===== config.mk =====
export PLATFORM = sky130hd
export DESIGN_NAME = exec_step_ctrl
export DESIGN_NICKNAME = d
export VERILOG_FILES = /design/src/rtl/exec_step_ctrl_pkg.sv /design/src/rtl/exec_step_ctrl_sat_counter.sv /design/src/rtl/exec_step_ctrl.sv
export SDC_FILE = /design/constraint.sdc
export NUM_CORES = 1
export LEC_CHECK = 0
export CORE_MARGIN = 2
export CORE_UTILIZATION = 53
export CTS_BUF_LIST = sky130_fd_sc_hd__clkbuf_8
export DETAILED_ROUTE_END_ITERATION = 6
export PLACE_DENSITY = 0.82
export SETUP_SLACK_MARGIN = 0.2
export SYNTH_ARGS = -nofsm -noshare
export SYNTH_HDL_FRONTEND = slang
export SYNTH_SLANG_ARGS = --single-unit

===== constraint.sdc =====
create_clock -name i_clk -period 2.6 [get_ports i_clk]
set_input_delay 0.52 -clock i_clk [delete_from_list [all_inputs] [get_ports i_clk]]
set_output_delay 0.52 -clock i_clk [all_outputs]
set_load 0.05 [all_outputs]

===== src/rtl/exec_step_ctrl_pkg.sv =====
// Shared step-controller types: FSM states and command codes.
// Also used by the debug/UART front end that issues commands.
package exec_step_ctrl_pkg;

  typedef enum logic [1:0] {
    S_IDLE   = 2'b00,
    S_RUN    = 2'b01,
    S_STEP   = 2'b10,
    S_HALTED = 2'b11
  } state_t;

  typedef enum logic [1:0] {
    CMD_CLEAR = 2'b00,
    CMD_RUN   = 2'b01,
    CMD_STEP  = 2'b10,
    CMD_PAUSE = 2'b11
  } cmd_t;

  function automatic logic is_enabled(state_t s);
    return (s == S_RUN) || (s == S_STEP);
  endfunction

endpackage


===== src/rtl/exec_step_ctrl_sat_counter.sv =====
// Saturating up-counter with clear and load-one.
// Clear wins over load-one, which wins over increment.
module sat_counter #(
  parameter int N_BITS = 32
) (
  input  logic              clk,
  input  logic              reset,
  input  logic              clear,
  input  logic              load1,
  input  logic              inc,
  output logic [N_BITS-1:0] count
);

  localparam logic [N_BITS-1:0] MAX = '1;

  // count register, holds at all-ones
  always_ff @(posedge clk or negedge reset) begin
    if (!reset) begin
      count <= '0;
    end else if (clear) begin
      count <= '0;
    end else if (load1) begin
      count <= N_BITS'(1);
    end else if (inc && (count != MAX)) begin
      count <= count + 1'b1;
    end
  end

endmodule


===== src/rtl/exec_step_ctrl.sv =====
// Run/step/halt controller gating the whole pipeline.
// Counts enabled cycles; halt in WB overrides any command.
module exec_step_ctrl
  import exec_step_ctrl_pkg::*;
#(
  parameter int N_BITS = 32,
  parameter int N_CMD  = 2
) (
  input  logic              i_clk,
  input  logic              i_reset,
  input  logic              i_cmd_valid,
  input  logic [N_CMD-1:0]  i_cmd,
  output logic              o_cmd_ready,
  input  logic              i_halt_wb,
  output logic              o_enable,
  output logic              o_running,
  output logic              o_halted,
  output logic              o_step_done,
  output logic [N_BITS-1:0] o_cycle_count
);

  state_t state;
  state_t state_n;
  logic   accept;
  logic   c_clear;
  logic   c_run;
  logic   c_step;
  logic   c_pause;
  logic   cnt_clear;
  logic   cnt_load1;

  assign o_cmd_ready = (state != S_STEP);
  assign o_enable    = is_enabled(state);
  assign accept      = i_cmd_valid && o_cmd_ready;

  // command decode, only meaningful when accepted
  always_comb begin
    c_clear = 1'b0;
    c_run   = 1'b0;
    c_step  = 1'b0;
    c_pause = 1'b0;
    if (accept) begin
      unique case (1'b1)
        (i_cmd == N_CMD'(CMD_CLEAR)): c_clear = 1'b1;
        (i_cmd == N_CMD'(CMD_RUN)):   c_run   = 1'b1;
        (i_cmd == N_CMD'(CMD_STEP)):  c_step  = 1'b1;
        (i_cmd == N_CMD'(CMD_PAUSE)): c_pause = 1'b1;
        default: ;
      endcase
    end
  end

  // next state and counter control
  always_comb begin
    state_n   = state;
    cnt_clear = 1'b0;
    cnt_load1 = 1'b0;
    unique case (state)
      S_IDLE: begin
        if (c_run) begin
          state_n = S_RUN;
        end else if (c_step) begin
          state_n = S_STEP;
        end else if (c_clear) begin
          cnt_clear = 1'b1;
        end
      end
      S_RUN: begin
        if (i_halt_wb) begin
          state_n = S_HALTED;
        end else if (c_pause) begin
          state_n = S_IDLE;
        end else if (c_clear) begin
          cnt_load1 = 1'b1;
        end
      end
      S_STEP: begin
        state_n = i_halt_wb ? S_HALTED : S_IDLE;
      end
      S_HALTED: begin
        if (c_clear) begin
          state_n   = S_IDLE;
          cnt_clear = 1'b1;
        end
      end
      default: state_n = S_IDLE;
    endcase
  end

  // state and registered status flags
  always_ff @(posedge i_clk or negedge i_reset) begin
    if (!i_reset) begin
      state       <= S_IDLE;
      o_running   <= 1'b0;
      o_halted    <= 1'b0;
      o_step_done <= 1'b0;
    end else begin
      state       <= state_n;
      o_running   <= (state_n == S_RUN);
      o_halted    <= (state_n == S_HALTED);
      o_step_done <= (state == S_STEP);
    end
  end

  sat_counter #(
    .N_BITS (N_BITS)
  ) u_cnt (
    .clk   (i_clk),
    .reset (i_reset),
    .clear (cnt_clear),
    .load1 (cnt_load1),
    .inc   (o_enable),
    .count (o_cycle_count)
  );

endmodule


**After elaboration in Yosys (flattened, before gate mapping)**

Cells that the tools add are included.

- Input port bits: 6
- Memories: 0
- Logic and storage cells: 47
- Output and inout bits: 37
- Bits in read-only memories: 0
- Bits in latches: 0
- Flip-flop bits (word level): 37
- Bits in writable memories: 0

- Eq/ne operators: 10
- Shift operators: 0
- Add/sub/neg operators: 1
- $lt $le $gt $ge: 0
- Muxes and demuxes: 25
- $mul: 0
- Divide/modulo/power cells: 0
- Reductions and logical operators: 6
- Bitwise gates (word level): 0

Operators with widths:

| cell | number |
|---|---|
| $mux W32 | 3 |
| $add A32 B1 Y32 const B | 1 |
| $ne A32 B32 Y1 const B | 1 |
| $mux W1 | 14 |
| $mux W2 | 6 |
| $eq A2 B2 Y1 const B | 5 |
| $pmux W2 S4 | 1 |
| $eq A2 B1 Y1 const B | 3 |
| $logic_not A2 Y1 | 2 |
| $reduce_bool A3 Y1 | 1 |
| $logic_and A1 B1 Y1 | 2 |
| $ne A2 B2 Y1 const B | 1 |
| $pmux W1 S2 | 1 |
| $logic_or A1 B1 Y1 | 1 |

**Logic depth before layout (Yosys ltp)**

Gate-level depths: netlist of the first run.

- Depth in word-level cells: 9
- Mapped depth: 9
- Mapped depth without buffers: 7

**By module**

Synthesis of the first run repeated with hierarchy kept, for this count alone.

- Cells, all modules: 241
- Area total of the unflattened synthesis: 2,249.7 um^2

Modules (own cells, without submodules):

| module | cells an instance | area each (um^2) | sequential area each (um^2) | instances |
|---|---|---|---|---|
| sat_counter | 198 | 1,851.8 | 800.8 | 1 |
| exec_step_ctrl | 43 | 397.9 | 125.1 | 1 |

**Worst setup path after synthesis of the first run**

No wires, ideal clock.

- Kind: reg2reg
- From: reg state[0]
- To: reg u_cnt.count[27]
- Data required time: 2.522 ns
- Stages on the path, launching flop included: 9
- Setup time: 0.078 ns
- Arrival: 2.532 ns
- Slack: -0.010 ns
- Buffers on the path: 2
- Clock period less this slack: 2.610 ns
- Cells stage by stage: dfrtp_1 -> inv_1 -> ha_1 -> clkbuf_1 -> nand4_1 -> a311o_1 -> buf_6 -> or3_1 -> a21oi_1

- Elaborated cells on any way between the ends: 22
- Those cells by class: eq/ne: 4; mux: 13; reduce/logical: 5

RTL lines:

| item | line | text |
|---|---|---|
| start: declaration | exec_step_ctrl.sv:22 | `state_t state;` |
| start signal: assignment | exec_step_ctrl.sv:98 | `state <= state_n;` |
| $eq A2 B1 Y1 / $eq A2 B2 Y1 (equally long branches) | exec_step_ctrl_pkg.sv:20 | `return (s == S_RUN) \|\| (s == S_STEP);` |
| $logic_or A1 B1 Y1 (*) | exec_step_ctrl_pkg.sv:20 |  |
| named net o_enable | exec_step_ctrl.sv:15 | `output logic o_enable,` |
| $logic_and A1 B1 Y1 (*) | exec_step_ctrl_sat_counter.sv:24 | `end else if (inc && (count != MAX)) begin` |
| $reduce_bool A3 Y1 (no line) (*) | -- |  |
| end signal: assignment | exec_step_ctrl_sat_counter.sv:25 | `count <= count + 1'b1;` |
| end: declaration | exec_step_ctrl_sat_counter.sv:11 | `output logic [N_BITS-1:0] count` |

The timed path passes the listed nets; every way through them passes the cells marked *.
A chain may end at the register's enable or synchronous reset.

**Worst setup path in the final report of the first run**

- From: reg u_cnt.count[9]
- To: reg u_cnt.count[31]

- Cells in the longest elaborated chain, start to end: 4
- Elaborated cells on any way between the ends: 7
- Those cells by class: add/sub: 1; eq/ne: 1; mux: 3; reduce/logical: 2

RTL lines:

| item | line | text |
|---|---|---|
| $add A32 B1 Y32 | exec_step_ctrl_sat_counter.sv:25 |  |
| $mux W32 | exec_step_ctrl_sat_counter.sv:24 |  |
| $mux W32 | exec_step_ctrl_sat_counter.sv:22 | `end else if (load1) begin` |
| $mux W32 | exec_step_ctrl_sat_counter.sv:20 | `end else if (clear) begin` |

Parallel ways exist; a longest one is shown, timed or not. The select of a mux whose other input is x is not followed.

==> results of run 1 <==
==> routing by layer <==
layer	part of all wire [%]	routed length, µm	up-vias	global-route usage (%)
li1	-	-	1009	-
met1	47	2430	993	33.5
met2	47	2470	53	39.3
met3	4.7	244	8	4.28
met4	1.4	72	0	7.50
met5	0	0	-	0
==> cells in the mapped netlist (2+ instances only) <==
library cell and instances:
dfrtp_1 37, a21oi_1 21, nand2_1 21, nor2_1 16, o21ai_1 15, or3_1 15
nand3_1 10, nand4_1 10, clkbuf_1 9, inv_1 9, or4_1 8, and4_1 7
ha_1 6, a21o_1 5, o21ai_0 5, o31ai_1 5, and3_1 4, xnor2_1 4
a211oi_1 3, and2_1 3, nor3_1 3, xor2_1 3, a32o_1 2, nand3b_1 2
o211ai_1 2, o22ai_1 2, or2_2 2
==> kinds of logic after synthesis <==
family                     Yosys count
AOI/OAI and AO/OA                   66
DFF                                 37
adders and majority gates            6
and+or+nand+nor                    109
muxes                                1
buffers and inverters               19
xor gates and xnor gates             7
==> sequential cells by signal, indices dropped and copies added, names as in the netlist <==
| name | flops |
|---|---|
| state | 2 |
| o_step_done | 1 |
| o_running | 1 |
| o_halted | 1 |
| u_cnt.count | 32 |
==> area by class of cell <==
cell class | instances | area (µm²)
fillers | 332 | 1180
clock inverters | 1 | 3.75
inverters | 9 | 33.8
multi-input cells | 189 | 1190
flip-flops and latches | 37 | 927
well taps | 50 | 62.6
clock buffers | 6 | 82.6
repair buffers | 51 | 482
==> final timing paths <==
check | startpoint | slack (ns) | cells past startpoint | to
worst max-delay path | u_cnt.count[9]$_DFFE_PN0P_ | 0.30 | 5 | u_cnt.count[31]$_DFFE_PN0P_
worst min-delay path | i_reset | 0.31 | 1 | u_cnt.count[27]$_DFFE_PN0P_
worst max register to register | u_cnt.count[9]$_DFFE_PN0P_ | 0.30 | 5 | u_cnt.count[31]$_DFFE_PN0P_
worst min register to register | u_cnt.count[23]$_DFFE_PN0P_ | 0.59 | 2 | u_cnt.count[23]$_DFFE_PN0P_
max in group asynchronous | i_reset | 1.70 | 1 | state[0]$_DFF_PN0_
min in group i_clk | u_cnt.count[23]$_DFFE_PN0P_ | 0.59 | 2 | u_cnt.count[23]$_DFFE_PN0P_
==> where the power goes <==
part | leakage [nW] | internal [mW] | switching [mW] | total [mW]
combinational | 0.563 | 0.837 | 1.57 | 2.41
sequential | 0.480 | 0.853 | 0.355 | 1.21
clock | 0.0485 | 0.206 | 0.202 | 0.408
total | 1.09 | 1.90 | 2.13 | 4.03
==> per-stage QoR <==
step | instances | util [%] | instance area [µm²] | power (mW)
floorplan | 245 | - | 2180 | 2.80
global placement | 336 | 67.6 | 2690 | 3.57
finish | 343 | 70.2 | 2790 | 4.03
global route | 343 | 70.2 | 2790 | 4.28
detailed placement | 336 | 67.6 | 2690 | 3.61
CTS | 343 | 69.8 | 2770 | 4.01
==> timing repair <==
item | 4_1_cts | 5_1_grt
endpoints found under the setup margin | 2 | 17
resized for setup | 2 | 5
pin swaps | 0 | 1
buffers inserted | 0 | 0
==> impl_metrics.json, run 1 <==
{
  "run_status": "finished clean",
  "ctsHtreeMaxLevel": 2,
  "design.die.area_um2": 4620,
  "layout-area-overhead-vs-synth_pct": 28.4,
  "clk_root_buffer_cell": "clkbuf_8",
  "worst-endpoint-required_ns": 2.82,
  "synth_cell_types": 43,
  "synthDominantAreaCellType": "dfrtp_1",
  "period_needed_ns": 2.30,
  "grt_use_total_pct": 24.4,
  "cellLeakagePower_nw": 1.09,
  "antenna_cells": 0,
  "timing.critical_path.max_delay_family": "simple AND/OR/NAND/NOR gates",
  "critPathKind": "reg2reg",
  "synthMuxAreaShare_pct": 0.519,
  "dp_worst_setup_slack_ns": 0.0946,
  "syn-cell-area_um2": 2170,
  "fin_worst_skew_ns": 0.00751,
  "grt_first_pass_wirelength_mm": 8.47,
  "post_synth_xor_area_fraction_pct": 2.83,
  "postCtsHoldBufs": 0,
  "count_of_antenna_violating_nets_left_after_detailed_routing": 0,
  "fin_crit_sh_pct": 88.3,
  "worst_hold_path_type": "in2async",
  "max-slew-margin-rel_pct": 45.0,
  "hold_ws_ns": 0.312,
  "worst_ir_drop_vdd_uv": 1090,
  "synth.ff_latch_count": 37,
  "synthCells": 245,
  "fp.dieW_um": 68.0,
  "rsz0062_at_grt": "no",
  "cp_cell_sequence": "nand3_2 -> or4_1 -> a311o_2 -> or4_1 -> a21oi_1",
  "crit_path_max_incr_delay_ns": 0.54,
  "synth_enable_flop_cells": 0,
  "fin_setup_tns_ns": 0,
  "endpoint_kind": "flip-flop",
  "routed_wire_length_per_instance_um": 15.2,
  "synth_warnings": 0,
  "synth-compound-area-share_pct": 18.4,
  "drc": 0,
  "effective_utilization_at_floorplan_pct": 54.6,
  "drt_iter0_markers": 120,
  "synth_simple_gate_area_share_pct": 28.5,
  "async_reset_ff_share_pct": 100,
  "io-pin-count": 43,
  "crit_arrival_ns": 2.52,
  "grt_max_degree": 38,
  "grt_overflow_total": 0,
  "first_global_vias": 1797,
  "drive_gt1_share_pct": 9.22,
  "tritoncts.num_buffers": 5,
  "syn_area_per_cell_um2": 8.86,
  "max_cap_violations": 0,
  "totalWireLength_mm": 5.21,
  "reg_clk_slew_reported_paths_ns": 0.08,
  "row_count": 23,
  "final-hold-violation-count": 0,
  "critical_path.slowest_cell": "or4_1",
  "final_net_count": 305,
  "mostFrequentLayoutCells": "clkdlybuf4s50_1, dfrtp_1, nand2_1, a21oi_1, nor2_1",
  "grt_antenna_before_repair": 0,
  "synth_largest_type_area_fraction_pct": 42.7,
  "cts_buffer_depth": 2,
  "input_output_buffers": 42,
  "synth.yosys.seq_area_share_pct": 42.7,
  "crit_path_max_fanout": 13,
  "report.final.slew_viol_count": 0,
  "post_drt_via_cell_ratio": 6.01,
  "setup_slack_ns": 0.305,
  "route.vias.total": 2063,
  "fp.dieH_um": 68.0,
  "worst_skew_pair.late_latency_ns": 0.29,
  "post_synth_fa_ha_maj_area_fraction_pct": 3.46,
  "core_region_area_um2": 3970,
  "synth_fp_nets": 257,
  "timing.final.setup_violations": 0,
  "power.density_nw_per_um2": 1450,
  "post-dp-hpwl_mm": 3.55,
  "startpoint_type": "flip-flop",
  "netlist_top_cells_area": "dfrtp_1, a21oi_1, or3_1",
  "number_of_detailed_route_iterations_in_the_first_pass": 4,
  "most_used_cell_cp": "or4_1",
  "clock_sinks": 37,
  "ys_dominant_reg_cell": "dfrtp_1",
  "cp_num_buf_inv": 0,
  "synth_top_family_by_area": "simple AND/OR/NAND/NOR gates",
  "tritoncts": "built",
  "timing.fmax_ghz": 0.436,
  "max_slew.worst_pin.slew_ns": 0.824,
  "place.gp.congestion": 0.813,
  "mostFrequentLayoutCell": "clkdlybuf4s50_1"
}
Power figures use the tool's default switching activity.
==> inputs of run 2 (changes only) <==
--- a/config.mk
+++ b/config.mk
@@ -5,11 +5,13 @@
 export SDC_FILE = /design/constraint.sdc
 export NUM_CORES = 1
 export LEC_CHECK = 0
+export CORE_ASPECT_RATIO = 1.4
 export CORE_MARGIN = 2
 export CORE_UTILIZATION = 53
 export CTS_BUF_LIST = sky130_fd_sc_hd__clkbuf_8
 export DETAILED_ROUTE_END_ITERATION = 6
 export PLACE_DENSITY = 0.82
+export REMOVE_ABC_BUFFERS = 1
 export SETUP_SLACK_MARGIN = 0.2
 export SYNTH_ARGS = -nofsm -noshare
 export SYNTH_HDL_FRONTEND = slang
==> impl_metrics.json, run 2 (synthesis results as in run 1) <==
{
  "run_status": "finished clean",
  "totalWireLength_mm": 5.10,
  "cellLeakagePower_nw": 1.10,
  "endpoint_kind": "flip-flop",
  "worst_skew_pair.late_latency_ns": 0.29,
  "fp.dieW_um": 58.1,
  "mostFrequentLayoutCell": "clkdlybuf4s50_1",
  "post-dp-hpwl_mm": 3.72,
  "postCtsHoldBufs": 0,
  "worst_ir_drop_vdd_uv": 1130,
  "grt_first_pass_wirelength_mm": 8.67,
  "clk_root_buffer_cell": "clkbuf_8",
  "fin_worst_skew_ns": 0.00662,
  "pwr-share-comb_pct": 59.0,
  "design.die.area_um2": 4630,
  "final_net_count": 306,
  "core_region_area_um2": 3920,
  "critPathKind": "reg2reg",
  "final-hold-violation-count": 0,
  "internal_power_mw": 1.91,
  "max-slew-margin-rel_pct": 45.4,
  "worst-endpoint-required_ns": 2.82,
  "multi_input_area_um2": 1170,
  "power.density_nw_per_um2": 1440,
  "grt_antenna_before_repair": 0,
  "drc": 0,
  "fp.dieH_um": 79.7,
  "effective_utilization_at_floorplan_pct": 55.4,
  "layout-area-overhead-vs-synth_pct": 28.6,
  "grt_max_degree": 38,
  "routed_wire_length_per_instance_um": 15.1,
  "input_output_buffers": 42,
  "hold_ws_ns": 0.317,
  "grt_util_met2_pct": 43.4,
  "report.power.total_mw": 4.03,
  "fin_util_pct": 71.2,
  "grt_use_total_pct": 23.9,
  "clock_sinks": 37,
  "cts_buffer_depth": 2,
  "sequential_share_of_power_pct": 29.9,
  "period_needed_ns": 2.25,
  "report.final.slew_viol_count": 0,
  "timing.fmax_ghz": 0.444,
  "net_sw_share_pct": 52.5,
  "count_of_antenna_violating_nets_left_after_detailed_routing": 0,
  "share_clk_of_total_power_pct": 11.0,
  "max_slew.worst_pin.slew_ns": 0.819,
  "registers.top_by_ff_count": "u_cnt.count",
  "flip_flop_count_of_the_largest_register_all_copies_and_words_added": 32,
  "tritoncts": "built",
  "antenna_cells": 0,
  "global_route.usage.met3_pct": 3.57,
  "area.sequential_um2": 927,
  "crit_arrival_ns": 2.48,
  "place.gp.congestion": 0.799,
  "timing.final.setup_violations": 0,
  "crit_path_max_fanout": 13,
  "post_drt_via_cell_ratio": 6.07,
  "grt_overflow_total": 0,
  "dp_worst_setup_slack_ns": 0.104,
  "grt_util_met1_pct": 27.6,
  "cts.repair.resized": 1,
  "mostFrequentLayoutCells": "clkdlybuf4s50_1, dfrtp_1, nand2_1, a21oi_1, nor2_1",
  "dpl-instance-area_um2": 2680,
  "io-pin-count": 43,
  "post_cts_setup_repair_bufs": 0,
  "route.vias.total": 2051,
  "fillers": 321,
  "worst_hold_path_type": "in2async",
  "reg_clk_slew_reported_paths_ns": 0.08,
  "first_global_vias": 1955,
  "setup_slack_ns": 0.346,
  "global_route.peak_usage_layer": "met2",
  "largest_registers": "u_cnt.count: 32 flops, state: 2 flops",
  "startpoint_type": "flip-flop",
  "rsz0062_at_grt": "no",
  "number_of_detailed_route_iterations_in_the_first_pass": 4,
  "net-switching-power_mw": 2.11,
  "layout.cell_area.non_filler_um2": 2790,
  "row_count": 27,
  "ctsHtreeMaxLevel": 2,
  "max_cap_violations": 0,
  "drive_gt1_share_pct": 9.83,
  "drt_iter0_markers": 94,
  "fin_crit_sh_pct": 86.7,
  "tritoncts.num_buffers": 5
}
==> run 2: cell count changes in the layout (fill, tap and decap cells not counted), sizes merged <==
cell           delta
clkbuf            +1
buf               +2
clkinv            +1
inv               -1
clkdlybuf4s15     -1
==> run 2: layout make-up <==
| type | instances | area share [%] |
|---|---|---|
| Clock inverter | 1 | 0.179 |
| Timing Repair Buffer | 52 | 17.9 |
| Tap cell | 43 | 1.93 |
| Inverter | 9 | 1.21 |
| Sequential cell | 37 | 33.2 |
| Multi-Input combinational cell | 189 | 42.1 |
| Clock buffer | 7 | 3.45 |
==> run 2: critical path, stage by stage (launching register included) <==
cell     delay (ns)
dfrtp_1        0.45
ha_1           0.25
and3_1         0.22
and2_1         0.17
a311o_2        0.51
or4_1          0.43
a21oi_1        0.15
==> run 2: path summary, 6_finish.rpt <==
check / start / endpoint / slack, ns / depth (start not counted)
max in group asynchronous: i_reset / state[1]$_DFF_PN0_ / 1.71 / 1
setup reg to reg: u_cnt.count[0]$_DFFE_PN0P_ / u_cnt.count[31]$_DFFE_PN0P_ / 0.35 / 6
setup / recovery: u_cnt.count[0]$_DFFE_PN0P_ / u_cnt.count[31]$_DFFE_PN0P_ / 0.35 / 6
hold reg to reg: u_cnt.count[30]$_DFFE_PN0P_ / u_cnt.count[30]$_DFFE_PN0P_ / 0.58 / 2
min in group i_clk: u_cnt.count[30]$_DFFE_PN0P_ / u_cnt.count[30]$_DFFE_PN0P_ / 0.58 / 2
hold / removal: i_reset / u_cnt.count[28]$_DFFE_PN0P_ / 0.32 / 1
==> run 2: power by group through the flow <==
stage / Combinational (mW) / Clock, mW / Sequential, mW
floorplan: 0.704 / 0 / 2.04
global placement: 2.36 / 0 / 1.20
detailed placement: 2.39 / 0 / 1.21
CTS: 2.39 / 0.454 / 1.20
global route: 2.53 / 0.473 / 1.26
finish: 2.38 / 0.445 / 1.20
==> run 2: through the flow <==
stage,TNS [ns],instances
final,0,338
after global routing,0,338
after CTS,0,338
after detailed placement,0,330
after global placement,0,330
after floorplan,-6.03,235
==> run 2: routing by layer <==
metal	up-vias	share of wire, %
li1	1010	-
met1	985	42
met2	47	53
met3	9	3.3
met4	0	1.9
met5	-	0
